## config.mk

```make
export PLATFORM = sky130hd
export DESIGN_NAME = thread_scheduler
export DESIGN_NICKNAME = d
export VERILOG_FILES = /design/src/rtl/thd_pkg.sv /design/src/rtl/thread_scheduler_rr_arbiter.sv /design/src/rtl/thread_scheduler.sv
export SDC_FILE = /design/constraint.sdc
export NUM_CORES = 1
export LEC_CHECK = 0
export CORE_MARGIN = 2
export CORE_UTILIZATION = 45
export CTS_BUF_LIST = sky130_fd_sc_hd__clkbuf_16
export DETAILED_ROUTE_END_ITERATION = 8
export GPL_TIMING_DRIVEN = 0
export PLACE_DENSITY_LB_ADDON = 0.2
export SLEW_MARGIN = 20
export SYNTH_ARGS = -nofsm -noshare
export SYNTH_HDL_FRONTEND = slang
export SYNTH_SLANG_ARGS = --single-unit
```

## constraint.sdc

```tcl
create_clock -name clk -period 3.95 [get_ports clk]
set_clock_uncertainty 0.1 [all_clocks]
set_input_delay 0.79 -clock clk [delete_from_list [all_inputs] [get_ports clk]]
set_output_delay 0.79 -clock clk [all_outputs]
set_load 0.005 [all_outputs]
```

## src/rtl/thd_pkg.sv

```systemverilog
// Shared types and encodings for the thread scheduler.
package thd_pkg;

    localparam int NUM_THD_DEF = 8;

    // Per-thread lifecycle state.
    typedef enum logic [1:0] {
        FREE  = 2'b00,
        READY = 2'b01,
        SLEEP = 2'b10
    } thd_state_e;

    // trd_ctrl encodings as produced by the decoder.
    localparam logic [1:0] TRD_NONE  = 2'b00;
    localparam logic [1:0] TRD_SLEEP = 2'b01;
    localparam logic [1:0] TRD_WAKE  = 2'b10;
    localparam logic [1:0] TRD_KILL  = 2'b11;

endpackage

```

## src/rtl/thread_scheduler_rr_arbiter.sv

```systemverilog
// Round-robin arbiter: first requester strictly after ptr, wrapping; ptr itself last.
module rr_arbiter #(
    parameter int N = 8,
    parameter int W = $clog2(N)
) (
    input  logic [N-1:0] req,
    input  logic [W-1:0] ptr,
    output logic         gnt_vld,
    output logic [W-1:0] gnt_idx
);

    logic [W-1:0] idx;

    // Scan ptr+1 .. ptr+N; N is a power of two so the W-bit add wraps for free.
    always_comb begin
        gnt_vld = 1'b0;
        gnt_idx = '0;
        idx     = '0;
        for (int i = 1; i <= N; i++) begin
            idx = ptr + W'(i);
            if (!gnt_vld && req[idx]) begin
                gnt_vld = 1'b1;
                gnt_idx = idx;
            end
        end
    end

endmodule

```

## src/rtl/thread_scheduler.sv

```systemverilog
// Per-thread state table plus round-robin issue selection among READY threads.
module thread_scheduler
    import thd_pkg::*;
#(
    parameter int NUM_THD = NUM_THD_DEF,
    parameter int TID_W   = $clog2(NUM_THD)
) (
    input  logic             clk,
    input  logic             rst_n,
    input  logic             stall,
    input  logic             cmd_vld,
    input  logic [TID_W-1:0] cmd_tid,
    input  logic [1:0]       trd_ctrl,
    input  logic             init,
    input  logic [TID_W-1:0] tgt_tid,
    input  logic [31:0]      init_pc,
    output logic             issue_vld,
    output logic [TID_W-1:0] issue_tid,
    output logic             init_ok,
    output logic [TID_W-1:0] init_tid,
    output logic             new_vld,
    output logic [TID_W-1:0] new_tid,
    output logic [31:0]      new_pc,
    output logic             cmd_err,
    output logic             all_idle
);

    thd_state_e       state_q [NUM_THD];
    thd_state_e       state_d [NUM_THD];
    logic [TID_W-1:0] ptr_q, ptr_d;
    logic             new_vld_q, new_vld_d;
    logic [TID_W-1:0] new_tid_q, new_tid_d;
    logic [31:0]      new_pc_q, new_pc_d;
    logic             cmd_err_q, cmd_err_d;

    logic [NUM_THD-1:0] ready;
    logic               any_live;
    logic               free_found;
    logic [TID_W-1:0]   free_idx;

    // Occupancy summaries of the state table.
    always_comb begin
        ready    = '0;
        any_live = 1'b0;
        for (int i = 0; i < NUM_THD; i++) begin
            ready[i] = (state_q[i] == READY);
            if (state_q[i] != FREE) any_live = 1'b1;
        end
    end

    // Lowest-indexed FREE slot: scan downward so the last hit is the lowest.
    always_comb begin
        free_found = 1'b0;
        free_idx   = '0;
        for (int i = NUM_THD - 1; i >= 0; i--) begin
            if (state_q[i] == FREE) begin
                free_found = 1'b1;
                free_idx   = TID_W'(i);
            end
        end
    end

    rr_arbiter #(.N(NUM_THD), .W(TID_W)) u_arb (
        .req     (ready),
        .ptr     (ptr_q),
        .gnt_vld (issue_vld),
        .gnt_idx (issue_tid)
    );

    assign init_ok  = cmd_vld & init & (trd_ctrl == TRD_NONE) & free_found;
    assign init_tid = free_idx;
    assign all_idle = ~any_live;
    assign new_vld  = new_vld_q;
    assign new_tid  = new_tid_q;
    assign new_pc   = new_pc_q;
    assign cmd_err  = cmd_err_q;

    // Command decode: each command touches at most its single subject thread.
    always_comb begin
        state_d   = state_q;
        ptr_d     = (issue_vld && !stall) ? issue_tid : ptr_q;
        new_vld_d = 1'b0;
        new_tid_d = new_tid_q;
        new_pc_d  = new_pc_q;
        cmd_err_d = 1'b0;
        if (cmd_vld) begin
            if (init && trd_ctrl != TRD_NONE) begin
                cmd_err_d = 1'b1;
            end else if (init) begin
                if (free_found) begin
                    state_d[free_idx] = READY;
                    new_vld_d         = 1'b1;
                    new_tid_d         = free_idx;
                    new_pc_d          = init_pc;
                end else begin
                    cmd_err_d = 1'b1;
                end
            end else begin
                case (trd_ctrl)
                    TRD_SLEEP: begin
                        if (state_q[cmd_tid] == READY) state_d[cmd_tid] = SLEEP;
                        else                           cmd_err_d        = 1'b1;
                    end
                    TRD_WAKE: begin
                        // Waking an already READY thread is a harmless no-op.
                        if (state_q[tgt_tid] == SLEEP)      state_d[tgt_tid] = READY;
                        else if (state_q[tgt_tid] != READY) cmd_err_d        = 1'b1;
                    end
                    TRD_KILL: begin
                        if (state_q[tgt_tid] == FREE) cmd_err_d        = 1'b1;
                        else                          state_d[tgt_tid] = FREE;
                    end
                    default: ;
                endcase
            end
        end
    end

    // State registers; reset wins over any concurrent command or stall.
    always_ff @(posedge clk) begin
        if (!rst_n) begin
            for (int i = 0; i < NUM_THD; i++) state_q[i] <= (i == 0) ? READY : FREE;
            ptr_q     <= TID_W'(NUM_THD - 1);
            new_vld_q <= 1'b0;
            new_tid_q <= '0;
            new_pc_q  <= '0;
            cmd_err_q <= 1'b0;
        end else begin
            for (int i = 0; i < NUM_THD; i++) state_q[i] <= state_d[i];
            ptr_q     <= ptr_d;
            new_vld_q <= new_vld_d;
            new_tid_q <= new_tid_d;
            new_pc_q  <= new_pc_d;
            cmd_err_q <= cmd_err_d;
        end
    end

endmodule

```

==> flow_metrics.py <==
metrics = {
    "sta": {
        "timing.final.crit_period_ns": 3.93,
        "holdWs_ns": 0.365,
        "fin_crit_sh": 0.994,
        "rsz0062_at_grt": "yes",
        "slew_headroom": 0.548,
        "finalSetupViolations": 0,
        "tns_ns": 0,
        "tightest_slew_ns": 0.673,
        "hold_viol_final": 0,
        "max_freq_mhz": 255,
        "drv_slew": 0,
    },
    "critical_path": {
        "critPathKind": "flip-flop to output port",
        "worst_ep_required_time_ns": 3.06,
        "crit_arrival_ns": 3.04,
        "worst-path-max-fanout": 6,
        "endpoint_kind": "output port",
        "critPathLaunchType": "flip-flop",
    },
    "run_status": {
        "outcome": "finished, final reports clean",
    },
    "pwr": {
        "power-per-cell-area_nw_per_um2": 518,
        "p_leak_nw": 2.02,
        "power_mw": 2.90,
        "peakVddDrop_uv": 291,
    },
    "placement": {
        "port-buffer-count": 84,
        "place_congestion": 0.997,
        "dp_hpwl_microns": 8780,
        "dp.cells": 651,
    },
    "detailed_routing": {
        "vias": 4207,
        "wl_per_cell_microns": 18.2,
        "antenna_left": 0,
        "vias_per_cell": 6.14,
        "dr.pass1.iters": 5,
        "drc_errors": 0,
        "drtIter0Drc": 200,
        "wirelength_microns": 12500,
    },
    "cts": {
        "cts_buffer_depth": 2,
        "cts.clk_slew.worst_paths_ns": 0.07,
        "cts_buffers": 5,
        "tritoncts": "yes",
        "cts_root_buf": "clkbuf_16",
        "cts_sinks": 56,
        "clkLatencyLatePin_ns": 0.29,
        "cts_max_level": 2,
    },
    "grt": {
        "grt_pass1_vias": 4195,
        "grt_max_degree": 20,
        "track_usage": 0.257,
        "antenna_found_initial": 0,
        "grt_pass1_wl_microns": 20400,
        "overflow": 0,
    },
    "yosys": {
        "synth_edf_count": 0,
        "synth_cell_type_count": 65,
        "async_flop_share": 0,
        "yosysSeqAreaShare": 0.282,
        "ys.flop_type": "dfxtp_1",
        "synthCells": 459,
        "syn_avg_cell_area_sq_um": 8.67,
        "ys_ff_latch": 56,
        "mappedNetlistArea_sq_um": 3980,
        "yosysWarningCount": 0,
        "synth.net_count": 508,
    },
    "cells_and_area": {
        "final_util": 0.647,
        "syn_to_final_growth_pct": 40.5,
        "antenna_cells": 0,
        "final_cell_mix": "91 x nand2_1, 80 x clkdlybuf4s50_1, 46 x dfxtp_1",
        "layout-drive-gt1-share": 0.232,
        "nFillCells": 732,
        "nets": 625,
        "final_common_cell": "nand2_1",
        "stdcell_count": 685,
    },
    "job": {
        "cap_violations": 0,
    },
    "die": {
        "io-pin-count": 91,
        "core_sq_um": 8640,
        "num_rows": 34,
        "start_util": 0.461,
        "fp.dieArea_sq_um": 9610,
        "die-height_microns": 98.0,
        "die_x_microns": 98.0,
    },
    "worst_hold_path": {
        "hold_class": "flip-flop to flip-flop",
    },
}
registers in the layout, summed over array words and instances (netlist names):
signal / flops
new_pc: 32
new_tid: 3
state_q: 16
ptr_q: 3
cmd_err: 1
new_vld: 1
per-stage QoR:
stage | area (sq um) | worst slack (ns)
after detailed placement | 4960 | -0.788
after CTS | 5440 | -0.151
after global routing | 5590 | -0.0750
after floorplan | 3980 | 0.0866
after global placement | 4960 | -0.756
final | 5590 | 0.0236
metal layers:
layer,global-route usage,share of wire,up-vias
met2,0.434,0.48,192
met1,0.316,0.40,2043
met5,0,0,-
met4,0.0748,0.022,0
li1,-,-,1944
met3,0.0802,0.098,28
kinds of logic after synthesis:
group | share of synthesized area
adder cells (fa/ha/maj) | 0.0126
buffers and inverters | 0.0538
AO/OA/AOI/OAI | 0.229
multiplexers | 0.177
flip-flops | 0.282
AND/OR/NAND/NOR | 0.239
XOR/XNOR | 0.00660
critical path, stage by stage (launching register included):
cell	delay (ns)
dfxtp_4	0.37
inv_4	0.04
buf_8	0.11
ha_4	0.31
buf_6	0.10
mux4_2	0.51
or4_4	0.57
buf_6	0.16
a211oi_4	0.25
o32ai_4	0.12
nand2_1	0.09
buf_2	0.11
final cells by class:
type / count / area [sq um] / share of cell area
repair buffers: 115 / 1080 / 0.192
inverters: 12 / 67.6 / 0.0121
flip-flops and latches: 56 / 1140 / 0.205
clock inverters: 3 / 26.3 / 0.00470
clock buffers: 5 / 125 / 0.0224
plain buffers: 27 / 164 / 0.0293
multi-input cells: 359 / 2850 / 0.510
well taps: 108 / 135 / 0.0242
synthesized netlist by cell type (all sizes together), types with 3 or more instances:
master	n	share of area
a211oi	9	0.017
a21boi	35	0.066
a21oi	7	0.0088
a311oi	4	0.0088
buf	9	0.013
clkbuf	23	0.029
dfxtp	56	0.28
ha	4	0.013
inv	12	0.011
mux2	6	0.018
mux2i	18	0.046
mux4	19	0.11
nand2	92	0.087
nand2b	6	0.0094
nand3	6	0.0075
nand3b	5	0.0094
nor2	40	0.038
nor2b	8	0.013
nor3	7	0.0088
nor4	3	0.010
nor4b	4	0.0088
nor4bb	4	0.010
o21ai	12	0.015
o221a	6	0.017
o221ai	9	0.020
o22ai	3	0.0047
o311ai	8	0.018
or2	3	0.0047
or2b	5	0.011
power by group:
group / total (mW) / internal, mW / switching (mW)
Combinational: 1.81 / 0.913 / 0.895
Clock: 0.455 / 0.240 / 0.215
Sequential: 0.631 / 0.595 / 0.0362
Total: 2.90 / 1.75 / 1.15
worst paths after layout:
kind / startpoint / to / slack, ns / cells after the start
setup reg to reg: state_q[10]$_SDFFE_PN0P_ / state_q[12]$_SDFFE_PN0P_ / 0.67 / 11
hold / removal: new_pc[5]$_SDFFE_PN0P_ / new_pc[5]$_SDFFE_PN0P_ / 0.37 / 2
setup / recovery: ptr_q[0]$_SDFFE_PN1P_ / issue_tid[2] / 0.02 / 11
hold reg to reg: new_pc[5]$_SDFFE_PN0P_ / new_pc[5]$_SDFFE_PN0P_ / 0.37 / 2
repair_timing:
item                                    CTS  global route
endpoints found under the setup margin    8            10
gates resized for setup                  62            34
gates cloned                              1             0
hold buffers                              0             0
pin swaps                                 8             6
buffers inserted                         23             7
(Power assumes the default switching activity.)
